`src/rtl/pwm_sample_sched.sv`:
```
// Frame scheduler for the PWM sample path.
// Buffers up to two signed samples, converts each to magnitude/sign when it is
// popped, and presents one sample per FRAME_LEN-clock frame to the delay/PWM
// stage with a one-cycle frame_start strobe. A frame boundary that finds the
// buffer empty raises a sticky underrun flag.
module pwm_sample_sched #(
    parameter int FRAME_LEN     = 256,
    parameter bit UNDERRUN_ZERO = 1'b1
) (
    input  logic        clk,
    input  logic        rst_n,
    input  logic        en,
    input  logic        in_valid,
    output logic        in_ready,
    input  logic [15:0] in_data,
    output logic [15:0] val_out,
    output logic        sign_out,
    output logic        frame_start,
    output logic        underrun,
    input  logic        clr_underrun,
    output logic        running
);

    localparam logic [15:0] LAST_CNT = 16'(FRAME_LEN - 1);

    typedef enum logic [1:0] {
        S_IDLE  = 2'd0,
        S_PRIME = 2'd1,
        S_RUN   = 2'd2
    } state_t;

    state_t      state_q, state_d;
    logic [15:0] cnt_q, cnt_d;

    // Two-entry sample buffer
    logic [15:0] fifo_mem_q [2];
    logic        wr_ptr_q;
    logic        rd_ptr_q;
    logic [1:0]  count_q, count_d;
    logic        ready_q;

    // Output registers
    logic [15:0] val_q, val_d;
    logic        sign_q, sign_d;
    logic        fs_q, fs_d;
    logic        underrun_q;
    logic        set_underrun;

    logic        push;
    logic        pop;
    logic [15:0] head;
    logic [15:0] head_mag;
    logic        head_sign;
    logic        boundary;

    // in_ready comes from a register so upstream never sees a path from in_valid
    assign push      = in_valid & ready_q;
    assign head      = fifo_mem_q[rd_ptr_q];
    assign head_sign = head[15];
    // No saturation: 0x8000 maps to magnitude 0x8000 with sign 1
    assign head_mag  = head_sign ? (~head + 16'd1) : head;
    assign boundary  = (cnt_q == LAST_CNT);
    assign count_d   = count_q + {1'b0, push} - {1'b0, pop};

    // State and frame counter registers
    always_ff @(posedge clk) begin
        if (!rst_n) begin
            state_q <= S_IDLE;
            cnt_q   <= '0;
        end else begin
            state_q <= state_d;
            cnt_q   <= cnt_d;
        end
    end

    // Next-state logic: en is only honoured at frame boundaries once running
    always_comb begin
        state_d = state_q;
        case (state_q)
            S_IDLE:  if (en) state_d = S_PRIME;
            S_PRIME: begin
                if (!en) begin
                    state_d = S_IDLE;
                end else if (count_q != 2'd0) begin
                    state_d = S_RUN;
                end
            end
            S_RUN:   if (boundary && !en) state_d = S_IDLE;
            default: state_d = S_IDLE;
        endcase
    end

    // Per-state datapath decisions: counter, pop, next output values, strobe
    always_comb begin
        cnt_d        = cnt_q;
        pop          = 1'b0;
        val_d        = val_q;
        sign_d       = sign_q;
        fs_d         = 1'b0;
        set_underrun = 1'b0;
        case (state_q)
            S_IDLE: cnt_d = '0;
            S_PRIME: begin
                cnt_d = '0;
                if (en && count_q != 2'd0) begin
                    pop    = 1'b1;
                    val_d  = head_mag;
                    sign_d = head_sign;
                    fs_d   = 1'b1;
                end
            end
            S_RUN: begin
                if (boundary) begin
                    cnt_d = '0;
                    if (!en) begin
                        // Stopping: park the PWM at zero, keep buffered samples
                        val_d  = '0;
                        sign_d = 1'b0;
                    end else if (count_q != 2'd0) begin
                        pop    = 1'b1;
                        val_d  = head_mag;
                        sign_d = head_sign;
                        fs_d   = 1'b1;
                    end else begin
                        // A same-cycle push is not visible in count_q, so it waits a frame
                        set_underrun = 1'b1;
                        fs_d         = 1'b1;
                        if (UNDERRUN_ZERO) begin
                            val_d  = '0;
                            sign_d = 1'b0;
                        end
                    end
                end else begin
                    cnt_d = cnt_q + 16'd1;
                end
            end
            default: cnt_d = '0;
        endcase
    end

    // Buffer pointers, occupancy and registered ready
    always_ff @(posedge clk) begin
        if (!rst_n) begin
            wr_ptr_q <= 1'b0;
            rd_ptr_q <= 1'b0;
            count_q  <= '0;
            ready_q  <= 1'b0;
        end else begin
            if (push) wr_ptr_q <= ~wr_ptr_q;
            if (pop)  rd_ptr_q <= ~rd_ptr_q;
            count_q <= count_d;
            ready_q <= (count_d != 2'd2);
        end
    end

    // Buffer storage; contents are don't-care while empty, so no reset
    always_ff @(posedge clk) begin
        if (push) fifo_mem_q[wr_ptr_q] <= in_data;
    end

    // Output registers; underrun set wins over clear
    always_ff @(posedge clk) begin
        if (!rst_n) begin
            val_q      <= '0;
            sign_q     <= 1'b0;
            fs_q       <= 1'b0;
            underrun_q <= 1'b0;
        end else begin
            val_q  <= val_d;
            sign_q <= sign_d;
            fs_q   <= fs_d;
            if (set_underrun) begin
                underrun_q <= 1'b1;
            end else if (clr_underrun) begin
                underrun_q <= 1'b0;
            end
        end
    end

    assign in_ready    = ready_q;
    assign val_out     = val_q;
    assign sign_out    = sign_q;
    assign frame_start = fs_q;
    assign underrun    = underrun_q;
    assign running     = (state_q == S_RUN);

endmodule

```
`config.mk`:
```
export PLATFORM = sky130hd
export DESIGN_NAME = pwm_sample_sched
export DESIGN_NICKNAME = d
export VERILOG_FILES = /design/src/rtl/pwm_sample_sched.sv
export SDC_FILE = /design/constraint.sdc
export NUM_CORES = 1
export LEC_CHECK = 0
export ABC_AREA = 1
export BUFFER_PORTS_ARGS = -buffer_cell sky130_fd_sc_hd__buf_4
export CAP_MARGIN = 20
export CORE_MARGIN = 1
export CORE_UTILIZATION = 55
export DETAILED_ROUTE_END_ITERATION = 6
export HOLD_SLACK_MARGIN = 0.1
export PLACE_DENSITY = 0.82
export SLEW_MARGIN = 20
export SYNTH_ARGS = -nofsm -noshare
export SYNTH_HDL_FRONTEND = slang
export SYNTH_SLANG_ARGS = --single-unit
export TNS_END_PERCENT = 50
```
`constraint.sdc`:
```
create_clock -name clk -period 2.8 [get_ports clk]
set_input_delay 0.56 -clock clk [delete_from_list [all_inputs] [get_ports clk]]
set_output_delay 0.56 -clock clk [all_outputs]
set_load 0.01 [all_outputs]
```
==> results of run 1 <==
sequential cells by signal (all words and copies together), names as in the netlist, named ones only:
register     flops
in_ready         1
rd_ptr_q         1
sign_out         1
wr_ptr_q         1
fifo_mem_q      32
underrun         1
val_out         16
cnt_q           16
frame_start      1
state_q          2
count_q          2
area by class of cell:
type                    instances  area (um2)  share of cell area, %
clock inverters                 7       101.3                  2.444
multi-input cells             264        1439                  34.70
flip-flops and latches         75        1822                  43.93
inverters                      59       226.5                  5.462
repair buffers                 45       337.8                  8.147
clock buffers                   9       123.9                  2.987
well taps                      77       96.34                  2.323
routing by layer:
layer,global-route usage [%],share of wire (%)
met5,0,0
met4,7.241,1.3
met3,5.604,4.1
met2,31.07,46
met1,28.20,49
per-stage QoR:
stage / instances / power, W / setup WS [ns] / hold slack, ns
floorplan: 408 / 0.002107 / 0.7912 / 0.4175
global placement: 520 / 0.002370 / 0.7002 / 0.4307
detailed placement: 520 / 0.002400 / 0.5658 / 0.4402
CTS: 536 / 0.003326 / 0.5338 / 0.3788
global route: 536 / 0.003516 / 0.3581 / 0.3704
finish: 536 / 0.003297 / 0.5615 / 0.3934
worst register-to-register path, cell delays in order, from the launching register on:
cell and delay (ns):
sky130_fd_sc_hd__dfxtp_1 0.35, sky130_fd_sc_hd__ha_1 0.17, sky130_fd_sc_hd__nand2_1 0.06, sky130_fd_sc_hd__inv_1 0.12, sky130_fd_sc_hd__nand3b_4 0.11, sky130_fd_sc_hd__nor2_4 0.13
sky130_fd_sc_hd__nand2_2 0.09, sky130_fd_sc_hd__inv_1 0.08, sky130_fd_sc_hd__nand3_1 0.12, sky130_fd_sc_hd__a21boi_2 0.18, sky130_fd_sc_hd__ha_1 0.24, sky130_fd_sc_hd__inv_1 0.06
sky130_fd_sc_hd__ha_1 0.15, sky130_fd_sc_hd__xnor2_1 0.15, sky130_fd_sc_hd__o21ai_0 0.11
where the power goes:
part           internal [W]  switching [W]  total (W)  leakage (nW)
Combinational      0.000391       0.000573   0.000964         0.998
Sequential          0.00132      0.0000847    0.00141         0.644
Clock              0.000507       0.000420   0.000928         0.106
worst paths after layout:
kind                       end   startpoint  slack, ns
max                   in_ready     cnt_q[0]       0.56
min          fifo_mem_q[0][11]  in_data[11]       0.39
max reg2reg           in_ready     cnt_q[0]       0.56
min reg2reg           cnt_q[0]     cnt_q[0]       0.45
cells by family after synthesis:
logic type      Yosys count
compound gates           51
xor+xnor                 12
fa+ha+maj                 7
buf+inv                  69
flops                    75
simple gates            194
cells in the final DEF, fill, tap and decap left out, drive strengths merged:
| cell type | n |
|---|---|
| clkinv | 4 |
| buf | 45 |
| nand4 | 3 |
| o21ai | 18 |
| a22oi | 1 |
| nor2 | 45 |
| nor3b | 1 |
| bufinv | 2 |
| nor3 | 6 |
| nand3b | 2 |
| clkbuf | 9 |
| a211oi | 2 |
| o21a | 2 |
| ha | 7 |
| a21boi | 1 |
| or2 | 3 |
| o211ai | 1 |
| nand2 | 106 |
| clkinvlp | 2 |
| xor2 | 6 |
| a21oi | 26 |
| dfxtp | 43 |
| nand3 | 28 |
| xnor2 | 6 |
| inv | 58 |
| edfxtp | 32 |
==> implementation parameters, run 1 <==
Parameter                              Value

Outcome
  Result of the run    finished clean

Global route
  Total track usage    around a fifth
  Via count of the first global-routing pass    approximately 2300
  Largest net degree at the start of global routing    25
  Remaining Overflow, GRT    0
  Initial antenna violation count    0
  Wire length of the first global-routing pass    10.22 mm

Floorplanning
  I/O Pins    between 40 and 50
  Effective utilization at floorplan    between 50 and 60%
  Count of standard-cell rows    29
  Width of the die    roughly 83 um
  Die footprint    between 6000 and 7000 um2
  Overall die height    roughly 83 um
  Core box area    approximately 6300 um2

Timing
  Setup-violating endpoint count in the final report    0
  Setup repair after global routing missed its margin    false
  Final critical-path required period    roughly 2.2 ns
  Max Fclk    ~450 MHz
  Clock tree skew after final layout    0.008762 ns
  Max-slew violation total from the final report    0
  Final total negative setup slack    0 ns
  Crit share post-route    approximately four fifths
  Transition time at the pin with the least slew margin    roughly 0.62 ns
  Max transition margin    slightly below 60%
  Total count of hold-check failures in the final report    0

Power and ir drop
  Maximum VDD drop    0.4455 mV
  Power per cell area    ~800 nW/um2
  Leak Pwr    approximately 1.7 nW

Logic synthesis
  Leading post-synthesis cells by cell area    sky130_fd_sc_hd__edfxtp_1 27%, sky130_fd_sc_hd__dfxtp_1 24%, sky130_fd_sc_hd__nand2_1 9.0%
  Simple-gate share of the synthesized area    a little over a quarter
  Fraction of the mapped netlist area in compound gates    8.770%
  Number of enable-type register cells in the synthesized netlist    32
  Cell taking the most area after synthesis    sky130_fd_sc_hd__edfxtp_1
  Synthesized Nets    approximately 440
  Post-synth top flop    sky130_fd_sc_hd__dfxtp_1
  Post-synthesis cell area    between 3000 and 4000 um2
  Dominant combinational cell family by area after synthesis    simple AND/OR/NAND/NOR gates
  Most instantiated library cell after synthesis    sky130_fd_sc_hd__nand2_1
  Share of cell area taken by muxes after synthesis    0%
  Synth cell count leaders    86 x sky130_fd_sc_hd__nand2_1, 54 x sky130_fd_sc_hd__inv_1, 43 x sky130_fd_sc_hd__dfxtp_1
  Yosys cell types    just over 40
  Post-Synth Adder-Cell Area    2.446%
  Fraction of registers with async set or reset after synthesis    0%
  Area fraction of the dominant cell type after synthesis    roughly 27%
  Count of synthesis-stage warnings from yosys    0
  Average instance area after synthesis    just under 9 um2
  Post-synthesis xor/xnor area fraction    2.935%
  Syn Inst Count    roughly 410
  Post-synthesis register bit count    75
  Proportion of synthesized chip area in sequential cells    50.87%

Setup path
  Buffers plus inverters on the worst setup path    3
  Crit Path Category    reg2reg
  Critical Path End Type    flip-flop
  Worst R2R Path Depth    14
  Critical path depth    14
  Longest individual stage delay on the worst path    ~0.35 ns
  Cell family with most CP delay    adder cells
  Critical Path Source Type    flip-flop
  CP cell instances    ha_1 > nand2_1 > inv_1 > nand3b_4 > nor2_4 > nand2_2 > inv_1 > nand3_1 > a21boi_2 > ha_1 > inv_1 > ha_1 > xnor2_1 > o21ai_0
  Critical Path Fanout Max    3
  Cell at the slowest stage of the critical path    sky130_fd_sc_hd__dfxtp_1
  Arr. time, crit path    roughly 2.5 ns
  Required time of the critical path    3.02 ns

Layout
  Number of fill cells    520
  Final standard cell area without fillers    approximately 4100 um2
  Post-layout nets    between 400 and 500
  End-of-flow core utilization    around two thirds
  Area growth from synthesis to final layout    15.79%
  Antenna diode instance count    0
  Ratio of cells with drive above 1 in the final layout    a little under a quarter

Clock network
  Number of gates given a new drive strength after cts    0
  Insertion delay of the later-clocked pin in the worst-skew pair    around 0.35 ns
  Clock tree from TritonCTS    yes
  Buffer depth of the longest clock path    2
  Post-CTS repair timing setup buffer count    0
  # hold bufs at CTS    0
  H-tree level count    3
  Number of buffers added by the clock tree synthesis step    9
  Clock root buffer    sky130_fd_sc_hd__clkbuf_8
  Clock sink total    75
  Clock Pin Slew Worst Setup and Hold Paths    around 0.08 ns

Placement
  Placed cell area    around 3900 um2
  HPWL reported at the end of detailed placement    4.649 mm
  Routability-driven placement congestion ratio    0.8509
  Port Buffer Count    a little over 40

Drt
  Routed wire length    6.341 mm
  Initial DRC count    ~120
  Residual DRC    0
  Via-per-instance ratio    between 4 and 5
  Number of search-and-repair iterations in the first detailed-routing pass    4
  Via count of the routed design    roughly 2600
  Routed wire length per instance    11.83 um
  ANT nets after route    0

Min path
  Instance count along the most critical hold path    1
  Hold Crit Class    in2reg

Job
  Number of max-cap violations    0
No activity file was read; power rests on OpenSTA's default activity.
==> run 2: changes to the inputs <==
==> constraint.sdc (replaced) <==
create_clock -name clk -period 2.2 [get_ports clk]
set_input_delay 0.44 -clock clk [delete_from_list [all_inputs] [get_ports clk]]
set_output_delay 0.44 -clock clk [all_outputs]
set_load 0.01 [all_outputs]
==> implementation parameters, run 2 (synthesis gave the netlist of run 1 again) <==
Parameter                              Value

Layout
  Final non-filler cell total    542
  Area growth from synthesis to final layout    16.42%
  Flip-flop count of the largest register, all copies and words added    32
  Final standard cell area without fillers    between 4000 and 5000 um2
  Ratio of cells with drive above 1 in the final layout    26.45%
  Leading cell type in the layout, fill and taps excluded    sky130_fd_sc_hd__nand2_1
  Post-layout nets    about 490
  Antenna diode instance count    0
  Top library cells by usage in the layout, fill and taps aside    85 x sky130_fd_sc_hd__nand2_1, 52 x sky130_fd_sc_hd__inv_1, 51 x sky130_fd_sc_hd__buf_4, 41 x sky130_fd_sc_hd__dfxtp_1, 40 x sky130_fd_sc_hd__nor2_1
  End-of-flow core utilization    66.03%
  Largest Register    fifo_mem_q

Power and ir drop
  Power per cell area    approximately 960 nW/um2
  Leak Pwr    between 1.5 and 2 nW
  Part of the power in combinational logic    a little under a third
  Clock group share of total power    between 20% and 30%
  Switching power total    approximately 0.0014 W
  Overall power    about 0.004 W
  Maximum VDD drop    ~0.6 mV
  Fraction of power spent switching nets    approximately a third
  Sequential cell fraction of total power    between 40 and 50%
  Cell Int Power    0.002606 W

Clock network
  Clock Pin Slew Worst Setup and Hold Paths    approximately 0.08 ns
  Insertion delay of the later-clocked pin in the worst-skew pair    around 0.35 ns
  Clock sink total    75
  # hold bufs at CTS    0
  Clock tree from TritonCTS    yes
  H-tree level count    3
  Buffer depth of the longest clock path    2
  Clock root buffer    sky130_fd_sc_hd__clkbuf_8
  Number of buffers added by the clock tree synthesis step    9

Timing
  Setup-violating endpoint count in the final report    0
  Setup repair after global routing missed its margin    false
  Clock tree skew after final layout    0.01025 ns
  Crit share post-route    94.19%
  Max Fclk    slightly below 500 MHz
  Transition time at the pin with the least slew margin    just under 0.5 ns
  Max-slew violation total from the final report    0
  Total count of hold-check failures in the final report    0
  Final critical-path required period    slightly above 2 ns
  Final total negative setup slack    0 ns
  Max transition margin    roughly 67%

Drt
  Routed wire length per instance    roughly 12 um
  Via-per-instance ratio    between 4 and 5
  Via count of the routed design    between 2000 and 3000
  Initial DRC count    about 180
  Residual DRC    0
  Routed wire length    between 6 and 7 mm
  ANT nets after route    0
  Number of search-and-repair iterations in the first detailed-routing pass    4

Setup path
  Cell at the slowest stage of the critical path    sky130_fd_sc_hd__dfxtp_2
  Critical Path Source Type    flip-flop
  Required time of the critical path    between 2 and 2.5 ns
  Longest individual stage delay on the worst path    between 0.3 and 0.4 ns
  Critical Path Fanout Max    3
  Crit Path Category    reg2reg
  Critical Path End Type    flip-flop
  Buffers plus inverters on the worst setup path    3
  CP cell instances    ha_4 > nand2_1 > inv_2 > nand3b_4 > nor2_4 > nand2_2 > inv_2 > nand3_2 > a21boi_2 > ha_1 > inv_1 > ha_2 > nand2_2 > o21ai_1
  Cell family with most CP delay    adder cells
  Arr. time, crit path    between 2 and 2.5 ns

Floorplanning
  Width of the die    around 83 um
  Die footprint    between 6000 and 7000 um2
  I/O Pins    42
  Overall die height    between 80 and 90 um
  Core box area    about 6300 um2
  Count of standard-cell rows    29
  Effective utilization at floorplan    between 50% and 60%

Outcome
  Result of the run    finished clean

Placement
  Cell total after placement    between 500 and 600
  Placed cell area    between 3000 and 4000 um2
  Routability-driven placement congestion ratio    approximately 0.86
  Port Buffer Count    41
  HPWL reported at the end of detailed placement    4.737 mm

Min path
  Hold Crit Class    in2reg

Global route
  Largest net degree at the start of global routing    24
  Total track usage    between 20% and 30%
  Wire length of the first global-routing pass    ~10 mm
  Initial antenna violation count    0
  Via count of the first global-routing pass    2325
  Remaining Overflow, GRT    0

Job
  Number of max-cap violations    0
[run 2: cell count changes in the layout (fill, tap and decap cells not counted), sizes merged]
cell      change
buf           +6
bufinv        -2
clkbuf        +1
clkinv        +1
clkinvlp      +1
inv           -1
[run 2: layer usage]
| layer | share of wire (%) | vias up | track usage [%] |
|---|---|---|---|
| li1 | - | 1410 | - |
| met1 | 48 | 1222 | 28.47 |
| met2 | 45 | 60 | 30.82 |
| met3 | 5.0 | 8 | 6.154 |
| met4 | 1.3 | 0 | 8.621 |
| met5 | 0 | - | 0 |
[run 2: power by group through the flow]
stage	combinational, W	sequential, W	clock [W]
CTS	0.00125	0.00179	0.000936
detailed placement	0.00125	0.00182	0
global placement	0.00121	0.00181	0
finish	0.00127	0.00179	0.000927
global route	0.00143	0.00182	0.00101
floorplan	0.000813	0.00187	0
[run 2: per-stage QoR]
| stage | worst slack (ns) | hold slack [ns] |
|---|---|---|
| detailed placement | -0.01890 | 0.4411 |
| global route | 0.001307 | 0.2487 |
| CTS | 0.003305 | 0.2564 |
| global placement | 0.09415 | 0.4301 |
| finish | 0.1277 | 0.2679 |
| floorplan | 0.1912 | 0.4175 |
[run 2: cell type report]
cell class / count / area, um2
tap: 77 / 96.34
timing repair buffer: 51 / 382.9
fill: 516 / 2145
clock inverter: 6 / 42.54
clock buffer: 10 / 127.6
inverter: 59 / 226.5
multi-input combinational: 264 / 1469
sequential: 75 / 1824
[run 2: worst paths after layout]
check / depth (start not counted) / start / end / slack [ns]
hold reg to reg: 1 / cnt_q[0] / cnt_q[0] / 0.45
setup reg to reg: 14 / cnt_q[0] / in_ready / 0.13
hold / removal: 1 / in_data[11] / fifo_mem_q[1][11] / 0.27
setup / recovery: 14 / cnt_q[0] / in_ready / 0.13
[run 2: what timing repair did]
action / in CTS / in global routing
endpoints found under the setup margin: 1 / 3
pin swaps: 1 / 3
gates resized for setup: 1 / 10
setup buffers: 0 / 3
cloned: 0 / 0
